`src/rtl/tlb_entry_array_pkg.sv`:
```
// Shared types for the 8-entry joint TLB and its maintenance ops.
// Optional Random lower bound from Wired: TLB_RANDOM_WIRED_EN.
package tlb_entry_array_pkg;

  localparam int NENTRY = 8;
  localparam int IDX_W = 3;
  localparam int TLB_W = 78;
  localparam logic [IDX_W-1:0] RANDOM_RST = 3'd7;

  typedef struct packed {
    logic [18:0] vpn2;
    logic [7:0]  asid;
    logic        g;
    logic [19:0] pfn0;
    logic [2:0]  c0;
    logic        d0;
    logic        v0;
    logic [19:0] pfn1;
    logic [2:0]  c1;
    logic        d1;
    logic        v1;
  } TLB_t;

  typedef struct packed {
    logic        p;
    logic [27:0] zero;
    logic [2:0]  index;
  } Index_t;

  typedef enum logic [1:0] {
    TLBR  = 2'd0,
    TLBWI = 2'd1,
    TLBWR = 2'd2,
    TLBP  = 2'd3
  } TLBOp_t;

  typedef enum logic [2:0] {
    IDLE,
    WRITE,
    READ,
    PROBE,
    RESP
  } state_t;

  // EntryLo: {PFN[19:0], C[2:0], D, V, G}
  function automatic TLB_t make_entry(
    input logic [26:0] hi,
    input logic [25:0] lo0,
    input logic [25:0] lo1
  );
    TLB_t e;
    e.vpn2 = hi[26:8];
    e.asid = hi[7:0];
    e.g    = lo0[0] & lo1[0];
    e.pfn0 = lo0[25:6];
    e.c0   = lo0[5:3];
    e.d0   = lo0[2];
    e.v0   = lo0[1];
    e.pfn1 = lo1[25:6];
    e.c1   = lo1[5:3];
    e.d1   = lo1[2];
    e.v1   = lo1[1];
    return e;
  endfunction

  function automatic logic tlb_match(
    input TLB_t        e,
    input logic [26:0] hi
  );
    return (e.vpn2 == hi[26:8]) &&
           (e.g || (e.asid == hi[7:0]));
  endfunction

endpackage

```
`src/rtl/onehot_bin8.sv`:
```
// 8-bit one-hot to binary encoder.
// Lowest set bit wins when several bits are high.
module onehot_bin8 (
  input  logic [7:0] onehot,
  output logic [2:0] bin
);

  logic [7:0] lowest;

  // Isolate the lowest set bit so the case below is truly one-hot.
  assign lowest = onehot & (~onehot + 8'd1);

  always_comb begin
    bin = 3'd0;
    unique case (1'b1)
      lowest[0]: bin = 3'd0;
      lowest[1]: bin = 3'd1;
      lowest[2]: bin = 3'd2;
      lowest[3]: bin = 3'd3;
      lowest[4]: bin = 3'd4;
      lowest[5]: bin = 3'd5;
      lowest[6]: bin = 3'd6;
      lowest[7]: bin = 3'd7;
      default:   bin = 3'd0;
    endcase
  end

endmodule

```
`src/rtl/tlb_random.sv`:
```
// CP0 Random counter: free-running down-counter with rewind.
// TLB_RANDOM_WIRED_EN makes Wired the lower bound and honours wired_we.
module tlb_random
  import tlb_entry_array_pkg::*;
(
  input  logic             clk,
  input  logic             rst,
  input  logic [IDX_W-1:0] wired,
  input  logic             wired_we,
  output logic [IDX_W-1:0] random
);

  logic [IDX_W-1:0] lb;
  logic [IDX_W-1:0] rnd_nxt;
  logic             rewind;

`ifdef TLB_RANDOM_WIRED_EN
  assign lb     = wired;
  assign rewind = wired_we;
`else
  logic unused_wired;
  assign unused_wired = ^{wired, wired_we};
  assign lb     = '0;
  assign rewind = 1'b0;
`endif

  always_comb begin
    rnd_nxt = random - 1'b1;
    if (rewind || (random <= lb))
      rnd_nxt = RANDOM_RST;
  end

  always_ff @(posedge clk) begin
    if (rst)
      random <= RANDOM_RST;
    else
      random <= rnd_nxt;
  end

endmodule

```
`src/rtl/tlb_entry_array.sv`:
```
// Joint TLB entry array with TLBR/TLBWI/TLBWR/TLBP sequencer.
// TLB_RANDOM_WIRED_EN bounds Random (and so TLBWR) below by Wired.
module tlb_entry_array
  import tlb_entry_array_pkg::*;
(
  input  logic                         clk,
  input  logic                         rst,
  output logic [NENTRY-1:0][TLB_W-1:0] entries,
  input  logic                         op_valid,
  output logic                         op_ready,
  input  logic [1:0]                   op,
  input  logic [IDX_W-1:0]             cp0_index,
  input  logic [26:0]                  cp0_entryhi,
  input  logic [25:0]                  cp0_entrylo0,
  input  logic [25:0]                  cp0_entrylo1,
  input  logic [IDX_W-1:0]             cp0_wired,
  input  logic                         wired_we,
  output logic                         resp_valid,
  output logic [31:0]                  probe_index,
  output logic [TLB_W-1:0]             rd_entry,
  output logic [IDX_W-1:0]             random
);

  state_t            state;
  state_t            state_nxt;
  TLBOp_t            op_t;
  logic              accept;

  TLB_t [NENTRY-1:0] ent_q;
  TLB_t              new_q;
  TLB_t              rd_q;
  logic [IDX_W-1:0]  idx_q;
  logic [26:0]       hi_q;
  logic [NENTRY-1:0] hit;
  logic [NENTRY-1:0] hit_q;
  logic [IDX_W-1:0]  enc;
  logic              done_q;
  Index_t            pi_now;
  Index_t            pi_q;

  assign op_t   = TLBOp_t'(op);
  assign accept = op_valid && op_ready;

  tlb_random u_random (
    .clk,
    .rst,
    .wired    (cp0_wired),
    .wired_we,
    .random
  );

  onehot_bin8 u_enc (
    .onehot (hit_q),
    .bin    (enc)
  );

  always_ff @(posedge clk) begin
    if (rst)
      state <= IDLE;
    else
      state <= state_nxt;
  end

  always_comb begin
    state_nxt = state;
    case (state)
      IDLE: begin
        if (op_valid) begin
          case (op_t)
            TLBR:    state_nxt = READ;
            TLBWI:   state_nxt = WRITE;
            TLBWR:   state_nxt = WRITE;
            TLBP:    state_nxt = PROBE;
            default: state_nxt = IDLE;
          endcase
        end
      end
      PROBE:   state_nxt = RESP;
      WRITE:   state_nxt = IDLE;
      READ:    state_nxt = IDLE;
      RESP:    state_nxt = IDLE;
      default: state_nxt = IDLE;
    endcase
  end

  always_comb begin
    op_ready   = (state == IDLE);
    resp_valid = done_q || (state == RESP);
  end

  always_comb begin
    hit = '0;
    for (int i = 0; i < NENTRY; i++)
      hit[i] = tlb_match(ent_q[i], hi_q);
  end

  always_comb begin
    pi_now       = '0;
    pi_now.p     = ~|hit_q;
    pi_now.index = enc;
  end

  // Op operands are captured once at acceptance; the requester
  // may change cp0_* freely while the op runs.
  always_ff @(posedge clk) begin
    if (rst) begin
      ent_q  <= '0;
      new_q  <= '0;
      rd_q   <= '0;
      idx_q  <= '0;
      hi_q   <= '0;
      hit_q  <= '0;
      done_q <= 1'b0;
      pi_q   <= '0;
    end else begin
      done_q <= (state == WRITE) || (state == READ);
      if (accept) begin
        idx_q <= (op_t == TLBWR) ? random : cp0_index;
        hi_q  <= cp0_entryhi;
        new_q <= make_entry(cp0_entryhi,
                            cp0_entrylo0,
                            cp0_entrylo1);
      end
      if (state == WRITE)
        ent_q[idx_q] <= new_q;
      if (state == READ)
        rd_q <= ent_q[idx_q];
      if (state == PROBE)
        hit_q <= hit;
      if (state == RESP)
        pi_q <= pi_now;
    end
  end

  assign entries     = ent_q;
  assign rd_entry    = rd_q;
  assign probe_index = (state == RESP) ? pi_now : pi_q;

endmodule

```
`config.mk`:
```
export PLATFORM = sky130hd
export DESIGN_NAME = tlb_entry_array
export DESIGN_NICKNAME = d
export VERILOG_FILES = /design/src/rtl/tlb_entry_array_pkg.sv /design/src/rtl/onehot_bin8.sv /design/src/rtl/tlb_random.sv /design/src/rtl/tlb_entry_array.sv
export SDC_FILE = /design/constraint.sdc
export NUM_CORES = 2
export LEC_CHECK = 0
export BUFFER_PORTS_ARGS = -buffer_cell sky130_fd_sc_hd__buf_2
export CORE_AREA = 2 2 326 328
export DETAILED_ROUTE_END_ITERATION = 8
export DIE_AREA = 0 0 328 330
export GPL_ROUTABILITY_DRIVEN = 0
export PLACE_DENSITY = 0.61
export REMOVE_ABC_BUFFERS = 1
export SLEW_MARGIN = 0
export SYNTH_ARGS = -nofsm -noshare
export SYNTH_HDL_FRONTEND = slang
export SYNTH_SLANG_ARGS = --single-unit
```
`constraint.sdc`:
```
create_clock -name clk -period 4.5 [get_ports clk]
set_input_delay 0.9 -clock clk [delete_from_list [all_inputs] [get_ports clk]]
set_output_delay 0.9 -clock clk [all_outputs]
set_load 0.02 [all_outputs]
```
==> flow_summary_export.csv <==
group,metric,value,unit
status,status,"completed",
synthesis,yosys.area_share.simple,18.7,%
critical_path,cpPeakStageDelay,800,ps
clock_network,cts_resized,0,
clock_network,worstSkewPairLatency,670,ps
floorplan,coreArea,0.105,sq mm
detailed_routing,num_vias,33300,
finish,seq_area,0.0166,sq mm
synthesis,ys_ff_latch,830,
placement,dp_hpwl,96300,um
synthesis,muxShareOfSynthArea,12.1,%
timing,slew_headroom,20.5,%
critical_path,path_max_fanout,37,
synthesis,synth-compound-area-share,12.0,%
timing,worst_pin_slew,1190,ps
synthesis,synthAdderAreaFrac,0.140,%
synthesis,yosys.area.top_type,"dfxtp_1",
critical_path,r2r_setup_slack,1440,ps
global_routing,grt_pass1_vias,30700,
detailed_routing,post-route-drc-count,0,
floorplan,fp.dieW,328,um
critical_path,cp_slowest_cell,"or3_1",
clock_network,cts_buffer_depth,3,
critical_path,r2r-start,"state[0]",
synthesis,synth.area.top_cells,"dfxtp_1 47%, nand2_1 15%, a21oi_1 10%, mux4_2 9.8%, xor2_1 5.3%",
timing,hold_viol,0,
timing,fin_crit,3720,ps
detailed_routing,vias_per_cell,5.37,
detailed_routing,first_pass_iters,5,
power,vdd_drop_max,0.000320,V
run,maxCapViolCount,0,
detailed_routing,avgRoutedWirePerCell,24.0,um
finish,area_delta_synth_final,22.4,%
global_routing,grt_max_degree,143,
critical_path,crit_type,"register to primary output",
floorplan,initial_utilization,34.1,%
detailed_routing,wirelength,149000,um
power,power,17.0,mW
critical_path,cp-end-kind,"primary output",
clock_network,cts-root-buf,"clkbuf_16",
clock_network,clock_sink_count,830,
synthesis,netlist_area,0.0357,sq mm
synthesis,synth_top_family_by_area,"simple AND/OR/NAND/NOR gates",
detailed_routing,drt_iter0_markers,3464,
synthesis,synth_area_per_cell,8.52,sq um
detailed_routing,ant_nets,0,
floorplan,die_height,330,um
timing,tns,0,ps
synthesis,ys_warn_count,0,
finish,fin_util,41.7,%
floorplan,rows,119,
critical_path,reg2reg_depth,5,
critical_path,critPathRequiredTime,3600,ps
critical_path,critPathLaunchType,"register",
synthesis,ys_seq_area_share,46.5,%
finish,nFillCells,10400,
synthesis,syn_inst,4192,
power,power_density,389,mW/mm^2
clock_network,numCtsBuffers,94,
synthesis,synth-xor-area-share,5.32,%
clock_network,cts.clk_slew.worst_paths,60,ps
finish,multi_input_area,0.0173,sq mm
global_routing,grt_use_total,26.2,%
critical_path,r2r_end,"entries[535]",
synthesis,synth_top_area_share,46.5,%
hold_path,min-delay-start,"u_random.random[0]",
timing,max_freq,269,MHz
clock_network,postCtsHoldBufs,0,
timing,slew_viol_final,0,
timing,finalCritPeriodShare,82.6,%
synthesis,synth_cell_types,37,
power,p_leak,18.2,nW
hold_path,hold_path.class,"register to register",
hold_path,whs_path_depth,1,
global_routing,overflow,0,
timing,rsz0062_at_grt,"false",
global_routing,grt_pass1_wl,212000,um
floorplan,num_io_pins,830,
clock_network,postCtsSetupRepairBufs,0,
finish,nNetsFinal,4837,
clock_network,htree_levels,3,
placement,io_buffers,825,
global_routing,antenna_found_initial,6,
hold_path,whs_endpoint,"u_random.random[0]",
critical_path,crit_arrival,2820,ps
clock_network,tritoncts,"built",
timing,setup_viol_count_final,0,
critical_path,crit_chain,"inv_1 > or3_1 > o41ai_2 > buf_2",
finish,final_layout_size_suffix_gt1_share,25.0,%
timing,skew,26.5,ps
floorplan,dieArea,0.108,sq mm
Yosys cell counts (all sizes together):
cell type / instances
a211oi: 81
a21oi: 712
a22o: 1
a31oi: 1
and2: 35
and3: 2
and4bb: 1
buf: 171
clkbuf: 248
dfxtp: 830
ha: 4
inv: 7
mux2i: 81
mux4: 156
nand2: 1433
nand2b: 1
nand3: 3
nand4: 8
nor2: 86
nor2b: 34
nor3: 14
nor3b: 1
nor4: 49
nor4b: 1
nor4bb: 1
o21ai: 1
o21bai: 1
o31ai: 9
o41ai: 1
or3: 1
or4: 1
xnor2: 1
xor2: 216
kinds of logic after synthesis:
group           count (synthesis)
compound gates                807
xor+xnor                      217
fa+ha+maj                       4
buf+inv                       426
flops                         830
mux                           237
simple gates                 1671
cell type report:
cell class              count  share of cell area (%)
diodes                      2                  0.0115
clock buffers             140                    6.48
clock inverters            30                   0.799
inverters                   7                  0.0602
multi-input cells        2936                    39.7
flip-flops and latches    830                    38.1
well taps                1391                    3.98
repair buffers            873                    10.9
critical path: cells and delay by family, from the launching register on:
family,cells,cell delay (ps)
AO/OA/AOI/OAI,1,490
AND/OR/NAND/NOR,1,800
buffers and inverters,2,350
flip-flops,1,520
cells in the final DEF (no fill, tap or decap), types with 16 or more instances in the layout:
cell,count
a211oi_1,81
a21oi_1,712
and2_1,28
buf_12,22
buf_2,824
buf_4,26
clkbuf_1,19
clkbuf_16,97
clkbuf_8,24
clkinv_2,16
dfxtp_1,827
mux2i_1,81
mux4_2,156
nand2_1,1426
nor2_1,86
nor2b_1,34
nor4_1,49
xor2_1,216
state kept, by name, indices dropped and copies added (netlist names):
signal,flops
entries,624
rd_entry,78
new_q,77
pi_q,32
hit_q,8
idx_q,3
state,3
u_random.random,3
done_q,1
hi_q,1
routing by layer:
layer	global-route usage (%)	vias up	share of wire, %
li1	-	15100	-
met1	34.3	16200	40
met2	42.4	1726	47
met3	4.83	309	8.7
met4	10.9	0	4.0
met5	0	-	0
where the power goes:
| part | switching [mW] | internal (mW) |
|---|---|---|
| Combinational | 0.907 | 0.435 |
| Sequential | 0.246 | 7.46 |
| Clock | 3.22 | 4.73 |
| Total | 4.37 | 12.6 |
worst max-delay path by stage:
stage	start	to	cells past startpoint	slack [ps]
detailed placement	state[2]	probe_index[1]	4	1440
global route	state[2]	probe_index[1]	4	550
floorplan	idx_q[2]	entries[468]	3	-5280
finish	state[2]	probe_index[1]	4	780
global placement	state[2]	probe_index[1]	4	1510
CTS	state[2]	probe_index[1]	4	690
per-stage QoR:
step,cell area (sq um),worst slack [ps],hold slack (ps),instances
4_1_cts,43700,690,407,6207
6_report,43700,781,429,6209
2_1_floorplan,33900,-5280,438,3773
3_5_place_dp,40500,1440,412,6037
3_3_place_gp,40500,1510,407,6037
5_1_grt,43700,550,447,6209
(Power assumes the default switching activity.)
